**src/rtl/gcd.sv**
```systemverilog
// gcd: tiny two-phase micro-sequenced processor that computes the greatest
// common divisor of A_INIT and B_INIT by repeated subtraction. The program
// is a fixed 13-word ROM. The processor halts with meow raised once R0
// holds the result.
module gcd #(
   parameter int WIDTH  = 8,
   parameter int A_INIT = 48,
   parameter int B_INIT = 18
) (
   input  logic clk,
   input  logic rst_n,
   output logic meow
);

   // Sequencer states
   localparam logic [1:0] ST_FETCH = 2'd0;
   localparam logic [1:0] ST_EXEC  = 2'd1;
   localparam logic [1:0] ST_HALT  = 2'd2;

   // Opcodes
   localparam logic [2:0] OP_LDI = 3'd0;
   localparam logic [2:0] OP_SUB = 3'd1;
   localparam logic [2:0] OP_MOV = 3'd2;
   localparam logic [2:0] OP_BZ  = 3'd3;
   localparam logic [2:0] OP_BEQ = 3'd4;
   localparam logic [2:0] OP_BLT = 3'd5;
   localparam logic [2:0] OP_JMP = 3'd6;
   localparam logic [2:0] OP_HLT = 3'd7;

   // Register selectors
   localparam logic [1:0] R0 = 2'd0;
   localparam logic [1:0] R1 = 2'd1;

   // LDI constants, truncated to the datapath width
   localparam logic [WIDTH-1:0] A_K = A_INIT[WIDTH-1:0];
   localparam logic [WIDTH-1:0] B_K = B_INIT[WIDTH-1:0];

   // Instruction word layout:
   // [13:11] op, [10:9] rd, [8:7] ra, [6:5] rb, [4:1] target, [0] ksel (0=A, 1=B)
   function automatic logic [13:0] enc(
      input logic [2:0] op,
      input logic [1:0] rd,
      input logic [1:0] ra,
      input logic [1:0] rb,
      input logic [3:0] tgt,
      input logic       ksel
   );
      enc = {op, rd, ra, rb, tgt, ksel};
   endfunction

   // Fixed program ROM; unused words hold HLT
   function automatic logic [13:0] rom_word(input logic [3:0] addr);
      case (addr)
         4'd0:    rom_word = enc(OP_LDI, R0, R0, R0, 4'd0,  1'b0);
         4'd1:    rom_word = enc(OP_LDI, R1, R0, R0, 4'd0,  1'b1);
         4'd2:    rom_word = enc(OP_BZ,  R0, R1, R0, 4'd10, 1'b0);
         4'd3:    rom_word = enc(OP_BZ,  R0, R0, R0, 4'd11, 1'b0);
         4'd4:    rom_word = enc(OP_BEQ, R0, R0, R1, 4'd10, 1'b0);
         4'd5:    rom_word = enc(OP_BLT, R0, R0, R1, 4'd8,  1'b0);
         4'd6:    rom_word = enc(OP_SUB, R0, R0, R1, 4'd0,  1'b0);
         4'd7:    rom_word = enc(OP_JMP, R0, R0, R0, 4'd4,  1'b0);
         4'd8:    rom_word = enc(OP_SUB, R1, R1, R0, 4'd0,  1'b0);
         4'd9:    rom_word = enc(OP_JMP, R0, R0, R0, 4'd4,  1'b0);
         4'd10:   rom_word = enc(OP_HLT, R0, R0, R0, 4'd0,  1'b0);
         4'd11:   rom_word = enc(OP_MOV, R0, R1, R0, 4'd0,  1'b0);
         4'd12:   rom_word = enc(OP_HLT, R0, R0, R0, 4'd0,  1'b0);
         default: rom_word = enc(OP_HLT, R0, R0, R0, 4'd0,  1'b0);
      endcase
   endfunction

   logic [1:0]       state_r;
   logic [1:0]       state_nxt_s;
   logic [3:0]       pc_r;
   logic [3:0]       pc_nxt_s;
   logic [13:0]      ir_r;
   logic [13:0]      ir_nxt_s;
   logic             meow_r;
   logic             meow_nxt_s;
   logic [WIDTH-1:0] regs_r [4];
   logic             wr_en_s;
   logic [WIDTH-1:0] wr_data_s;

   logic [2:0]       op_s;
   logic [1:0]       rd_s;
   logic [1:0]       ra_s;
   logic [1:0]       rb_s;
   logic [3:0]       tgt_s;
   logic             ksel_s;
   logic [WIDTH-1:0] a_s;
   logic [WIDTH-1:0] b_s;

   logic [WIDTH-1:0] gcd_result;

   assign gcd_result = regs_r[0];
   assign meow       = meow_r;

   assign op_s   = ir_r[13:11];
   assign rd_s   = ir_r[10:9];
   assign ra_s   = ir_r[8:7];
   assign rb_s   = ir_r[6:5];
   assign tgt_s  = ir_r[4:1];
   assign ksel_s = ir_r[0];
   assign a_s    = regs_r[ra_s];
   assign b_s    = regs_r[rb_s];

   // Next-state, program counter, register write and done-flag decode
   always_comb begin
      state_nxt_s = state_r;
      pc_nxt_s    = pc_r;
      ir_nxt_s    = ir_r;
      meow_nxt_s  = meow_r;
      wr_en_s     = 1'b0;
      wr_data_s   = '0;
      case (state_r)
         ST_FETCH: begin
            ir_nxt_s    = rom_word(pc_r);
            pc_nxt_s    = pc_r + 4'd1;
            state_nxt_s = ST_EXEC;
         end
         ST_EXEC: begin
            state_nxt_s = ST_FETCH;
            case (op_s)
               OP_LDI: begin
                  wr_en_s   = 1'b1;
                  wr_data_s = ksel_s ? B_K : A_K;
               end
               OP_SUB: begin
                  wr_en_s   = 1'b1;
                  wr_data_s = a_s - b_s;
               end
               OP_MOV: begin
                  wr_en_s   = 1'b1;
                  wr_data_s = a_s;
               end
               OP_BZ: begin
                  if (a_s == '0) pc_nxt_s = tgt_s;
                  else           pc_nxt_s = pc_r;
               end
               OP_BEQ: begin
                  if (a_s == b_s) pc_nxt_s = tgt_s;
                  else            pc_nxt_s = pc_r;
               end
               OP_BLT: begin
                  if (a_s < b_s) pc_nxt_s = tgt_s;
                  else           pc_nxt_s = pc_r;
               end
               OP_JMP: begin
                  pc_nxt_s = tgt_s;
               end
               OP_HLT: begin
                  state_nxt_s = ST_HALT;
                  meow_nxt_s  = 1'b1;
               end
               default: begin
                  state_nxt_s = ST_HALT;
                  meow_nxt_s  = 1'b1;
               end
            endcase
         end
         ST_HALT: begin
            state_nxt_s = ST_HALT;
            meow_nxt_s  = 1'b1;
         end
         default: begin
            state_nxt_s = ST_FETCH;
            meow_nxt_s  = 1'b0;
         end
      endcase
   end

   // Sequencer state, pc, instruction register and done flag
   always_ff @(posedge clk or negedge rst_n) begin
      if (!rst_n) begin
         state_r <= ST_FETCH;
         pc_r    <= 4'd0;
         ir_r    <= 14'd0;
         meow_r  <= 1'b0;
      end else begin
         state_r <= state_nxt_s;
         pc_r    <= pc_nxt_s;
         ir_r    <= ir_nxt_s;
         meow_r  <= meow_nxt_s;
      end
   end

   // Register file R0..R3
   always_ff @(posedge clk or negedge rst_n) begin
      if (!rst_n) begin
         for (int i = 0; i < 4; i++) regs_r[i] <= '0;
      end else if (wr_en_s) begin
         regs_r[rd_s] <= wr_data_s;
      end
   end

endmodule

```
**config.mk**
```make
export PLATFORM = sky130hd
export DESIGN_NAME = gcd
export DESIGN_NICKNAME = d
export VERILOG_FILES = /design/src/rtl/gcd.sv
export SDC_FILE = /design/constraint.sdc
export NUM_CORES = 1
export LEC_CHECK = 0
export CORE_ASPECT_RATIO = 0.6
export CORE_MARGIN = 2
export CORE_UTILIZATION = 40
export DETAILED_ROUTE_END_ITERATION = 10
export PLACE_DENSITY = 0.66
export SKIP_LAST_GASP = 1
export SLEW_MARGIN = 40
export SYNTH_ARGS = -nofsm -noshare
export SYNTH_HDL_FRONTEND = slang
export SYNTH_SLANG_ARGS = --single-unit
export TNS_END_PERCENT = 20
```
**constraint.sdc**
```tcl
create_clock -name clk -period 3.53 [get_ports clk]
set_input_delay 0.5295 -clock clk [delete_from_list [all_inputs] [get_ports clk]]
set_output_delay 0.5295 -clock clk [all_outputs]
set_load 0.005 [all_outputs]
```
# After elaboration in Yosys (flattened, before gate mapping)
# Memories as Yosys holds them, arrays and structs flattened. A register that Yosys moved wholly into a read port is not among the register bits.
# Index checks and enable logic that the tools add are counted.
dict set report word_totals {
  rom_bits 176
  ff_bits 53
  mem_count 1
  in_bits 2
  output_inout_bits 1
}
dict set report classes {
  reduce_logical 9
  n_lt_le_gt_ge 5
  addsub 2
  muxes 23
  bitwise_logic 4
  eq_ne 15
}
# memory depth word_bits rd rd_clocked_by_memory_dff write_ports line_no
set memory_table {}
lappend memory_table {{(no name shown)} 16 11 1 1 0 53} ;# case (addr)
# operator count
set op_table {}
lappend op_table {{$mux 8} 6}
lappend op_table {{$bmux 8 s2} 2}
lappend op_table {{$bwmux 32} 1}
lappend op_table {{$pmux 8 s3} 1}
lappend op_table {{$demux 8 s2} 1}
lappend op_table {{$pmux 4 s4} 1}
lappend op_table {{$eq 3x3->1 const B} 4}
lappend op_table {{$mux 4} 3}
lappend op_table {{$ge 3x3->1 const B} 3}
lappend op_table {{$ne 3x3->1 const B} 3}
lappend op_table {{$not 2->3} 3}
lappend op_table {{$eq 8x8->1} 1}
lappend op_table {{$logic_not 8->1} 1}
lappend op_table {{$lt 8x8->1} 1}
lappend op_table {{$pmux 4 s2} 1}
lappend op_table {{$sub 8x8->8} 1}
lappend op_table {{$eq 3x2->1 const B} 2}
lappend op_table {{$mux 6} 1}
lappend op_table {{$pmux 2 s3} 1}
lappend op_table {{$ne 5x2->1 const B} 1}
lappend op_table {{$reduce_and 5->1} 1}
lappend op_table {{$add 4x1->4 const B} 1}
lappend op_table {{$eq 3x1->1 const B} 1}
lappend op_table {{$logic_not 3->1} 1}
lappend op_table {{other kinds (14)} 16}

# Logic depth before layout (Yosys ltp)
dict set report logic_depth {
  word_depth 8
  ltp_mapped 11
  mapped_depth_nobuf 10
}

# Worst setup path after synthesis
# OpenSTA, ideal clock, no wires.
dict set report synth_path {
  path_kind {register to register}
  from {register ir_r[5]}
  to {register pc_r[3]}
  path_stages_with_launch 12
  n_path_buf 1
  synth_period_minus_slack_ps 2598
  required_ps 3397
  arrival_ps 2465
  setup_slack_ps 932
  cell_sequence {dfrtp_1 -> clkbuf_1 -> mux2_2 -> ha_1 -> inv_1 -> fa_1 -> nand3_1 -> a21oi_1 -> o41a_1 -> a211o_1 -> o211ai_1 -> o211ai_1}
}
dict set report synth_via {
  elab_chain_len 7
}
# item line_no
set synth_lines {}
lappend synth_lines {{start, declared} 75} ;# logic [13:0] ir_r;
lappend synth_lines {{$not 2->3 (not written as such) *} 104} ;# assign b_s = regs_r[rb_s];
lappend synth_lines {{$bmux 8 s2 *} 104}
lappend synth_lines {{$mux 8 (not written as such) * (2 in series)} 104}
lappend synth_lines {{$lt 8x8->1 or $eq 8x8->1 (tied branches)} {144, 140}}
lappend synth_lines {{$ne 3x3->1 (no line)} -}
lappend synth_lines {{$reduce_and 5->1 (no line) *} -}
lappend synth_lines {{end signal, assigned} 180} ;# pc_r <= pc_nxt_s;
lappend synth_lines {{end, declared} 73} ;# logic [3:0] pc_r;
# Mark *: on every way between the ends. The rest lies on a longest branch, timed or not. The select of a mux whose other input is x is not followed.
# A chain may end at the register's enable or synchronous reset.

# Worst setup path in the final report
dict set report layout_path {
  from {register ir_r[7]}
  to {register pc_r[0]}
}
dict set report layout_via {
  elab_chain_len 7
}
# item line_no
set layout_lines {}
lappend layout_lines {{$not 2->3 (not written as such) *} 103} ;# assign a_s = regs_r[ra_s];
lappend layout_lines {{$bmux 8 s2 *} 103}
lappend layout_lines {{$mux 8 (not written as such) * (2 in series)} 103}
lappend layout_lines {{$lt 8x8->1 (tied with other cells)} 144} ;# if (a_s < b_s) pc_nxt_s = tgt_s;
lappend layout_lines {{$ne 3x3->1 (no line)} -}
lappend layout_lines {{$reduce_and 5->1 (no line) *} -}
# Marks and branches as above.

==> metrics <==
Crit path depth=10; die extent in x=101.8 µm; critical path arrival=3.05 ns; DR WL/cell=16.16 µm; number of global-route vias before repair=1617; GPL Wtd Cong=0.9275; Area Overhead vs Synth=8.442%; Worst Skew=0.004022 ns; Yosys reg bits=34; Vias/cell=5.455; Worst Reg2Reg Path Length in Cells=10; fin nets=262; RSZ-0062 raised after global routing=false; crit-path most repeated cell=mux2i_1; Fillers=539; Cell Rows=21; PortBufs=2; Total Wirelength=5187 µm; Main synth FF type=dfrtp_1; largest net degree at the start of global routing=35; TritonCTS clock tree=built; status=complete, no violations; Ys Warns=0; Hold Path Depth=1; layout cell share with drive strength beyond 1=0.1369; Crit Path Class=flop to flop; initial antenna violation count=0; worst hold slack=0.4879 ns; dpl hpwl=4015 µm; DIE AREA=6385 µm²; flop2flop setup slack=0.64 ns; global-route wire length before repair=8604 µm; CTS sink count=34; Overflow after GRT=0; CP Max Fanout=12; cell area after synthesis=2297 µm²; crit start category=flop; Fin Setup TNS=0 ns; R2R Path Start=ir_r[7]; syn nets=259; TritonRoute pass-1 iters=4; Top Family by Delay on Critical Path=compound AO/OA/AOI/OAI gates; Root Driver=clkbuf_8; Max-Cap Viols=0; Netlist cell types=44; DRC violations left=0; Tmin final=2.887 ns; Synth Instances=237; crit-path cells=mux2i_1 > ha_1 > inv_1 > fa_1 > nand3_1 > a21oi_1 > o41a_1 > a211o_1 > mux2i_1 > o21ai_1; post-CTS sizing=0; max-slew violations=0; Hold-fix buffers, CTS=0; WP buf/inv=1; min-delay worst type=flop to flop; GR Util All Layers=0.1761; share of the synthesized area in the top cell type=0.3704; Leak Pwr=1.058 nW; DRT antenna net count=0; Vert. Die Dim=62.70 µm; clk slew on worst S/H paths=0.07 ns; Worst setup EP type=flop; Placeable Area=5570 µm²; TritonCTS buffer count=5; FFs w/ async S/R, synth=1.000; Boundary Pins=3; fin crit share=0.8179; Syn Area/Cell=9.693 µm²; H-tree levels=2; CTS max path bufs=2; top cells by area, synth=dfrtp_1 37%, mux2_2 11%, ha_1 10%; worst-margin pin slew=0.6541 ns; Reg-to-Reg End=pc_r[0]; slowest CP cell=dfrtp_1; DR vias=1751; Final Hold Vio Count=0; P per Cell Area=278.8 nW/µm²; cell with the most instances after synthesis=dfrtp_1; maximum VDD drop=0.1165 mV; fmax=0.3464 GHz; EDFF count, synth=0; final setup fails=0; most instantiated cells after synthesis=34 x dfrtp_1, 23 x mux2_2, 20 x nand2_1; Worst Hold End=ir_r[0]; initial detailed-routing violation count=120; worst-skew pair later-pin latency=0.29 ns; leading area contributor after synthesis=dfrtp_1; Post-CTS Setup Inserts=0; CP required=3.70 ns; Starting Density=0.4124; number of inserted diodes=0; Slew headroom=0.5616; slowest stage delay, CP=0.62 ns; hold_sp=ir_r[0]; sequential-to-total area share from yosys stat=0.3704
## sequential cells by signal (all words and copies together) (netlist names)
signal and flops:
gcd_result 8, ir_r 11, meow 1, pc_r 4, regs_r 8, state_r 2
## routing by layer
layer  share of wire  track usage  up-vias
met5               0            0        -
met4           0.011      0.05000        0
met3           0.066      0.05145        8
met2            0.35       0.1982       27
met1            0.57       0.3026      832
li1                -            -      884
## worst max-delay path by stage
stage                       start  endpoint  slack (ns)
after floorplan           ir_r[5]   pc_r[3]        0.93
after global placement    ir_r[7]   pc_r[0]        0.79
after detailed placement  ir_r[7]   pc_r[3]        0.68
after CTS                 ir_r[7]   pc_r[0]        0.65
after global routing      ir_r[7]   pc_r[0]        0.39
final                     ir_r[7]   pc_r[0]        0.64
## metrics by stage
| stage | power [mW] | utilization | cell area, µm² | worst slack (ns) | std cells |
|---|---|---|---|---|---|
| after floorplan | 0.3970 | - | 2297 | 0.9319 | 237 |
| after global placement | 0.4068 | 0.4308 | 2400 | 0.7863 | 313 |
| after detailed placement | 0.4067 | 0.4308 | 2400 | 0.6762 | 313 |
| after CTS | 0.7041 | 0.4472 | 2491 | 0.6546 | 321 |
| after global routing | 0.7255 | 0.4472 | 2491 | 0.3945 | 321 |
| final | 0.6945 | 0.4472 | 2491 | 0.6430 | 321 |
## cell families after synthesis
family	count (synthesis)	share of synthesized area
AO/OA/AOI/OAI	65	0.1857
flip-flops	34	0.3704
buffers and inverters	24	0.04031
multiplexers	33	0.1563
adder cells (fa/ha/maj)	20	0.1122
XOR/XNOR	1	0.003813
AND/OR/NAND/NOR	60	0.1313
## placed cells by master (no fill, tap or decap), types with 3 or more instances in the layout
master / synthesis / routed
dfrtp_1: 34 / 34
mux2_2: 23 / 23
nand2_1: 20 / 20
ha_1: 19 / 19
o21ai_0: 17 / 17
inv_1: 16 / 16
nor2_1: 14 / 14
mux2i_1: 10 / 10
a21oi_1: 10 / 10
o31ai_1: 7 / 7
clkbuf_8: 0 / 6
a31oi_1: 5 / 5
nand3_1: 4 / 4
o22ai_1: 4 / 4
nor3_1: 4 / 4
o211ai_1: 4 / 4
nor2b_1: 3 / 3
or4_1: 3 / 3
a22o_1: 3 / 3
## report_power, final
group,internal [mW],switching (mW)
registers,0.390,0
logic,0.00169,0.00716
clock network,0.157,0.139
## worst reg2reg max path, stage by stage (launching register included)
cell and delay [ns]:
dfrtp_1 0.62, mux2i_1 0.30, ha_1 0.22, inv_1 0.06
fa_1 0.41, nand3_1 0.14, a21oi_1 0.09, o41a_1 0.33
a211o_1 0.34, mux2i_1 0.18, o21ai_1 0.08
## final cells by class
class	count	area, µm²	share of cell area
Clock buffer	7	86.33	0.03466
Clock inverter	1	5.005	0.002009
Inverter	16	60.06	0.02411
Multi-Input combinational cell	179	1354	0.5434
Sequential cell	34	850.8	0.3415
Tap cell	80	100.1	0.04018
Timing Repair Buffer	4	35.03	0.01406
Power figures use the tool's default switching activity.
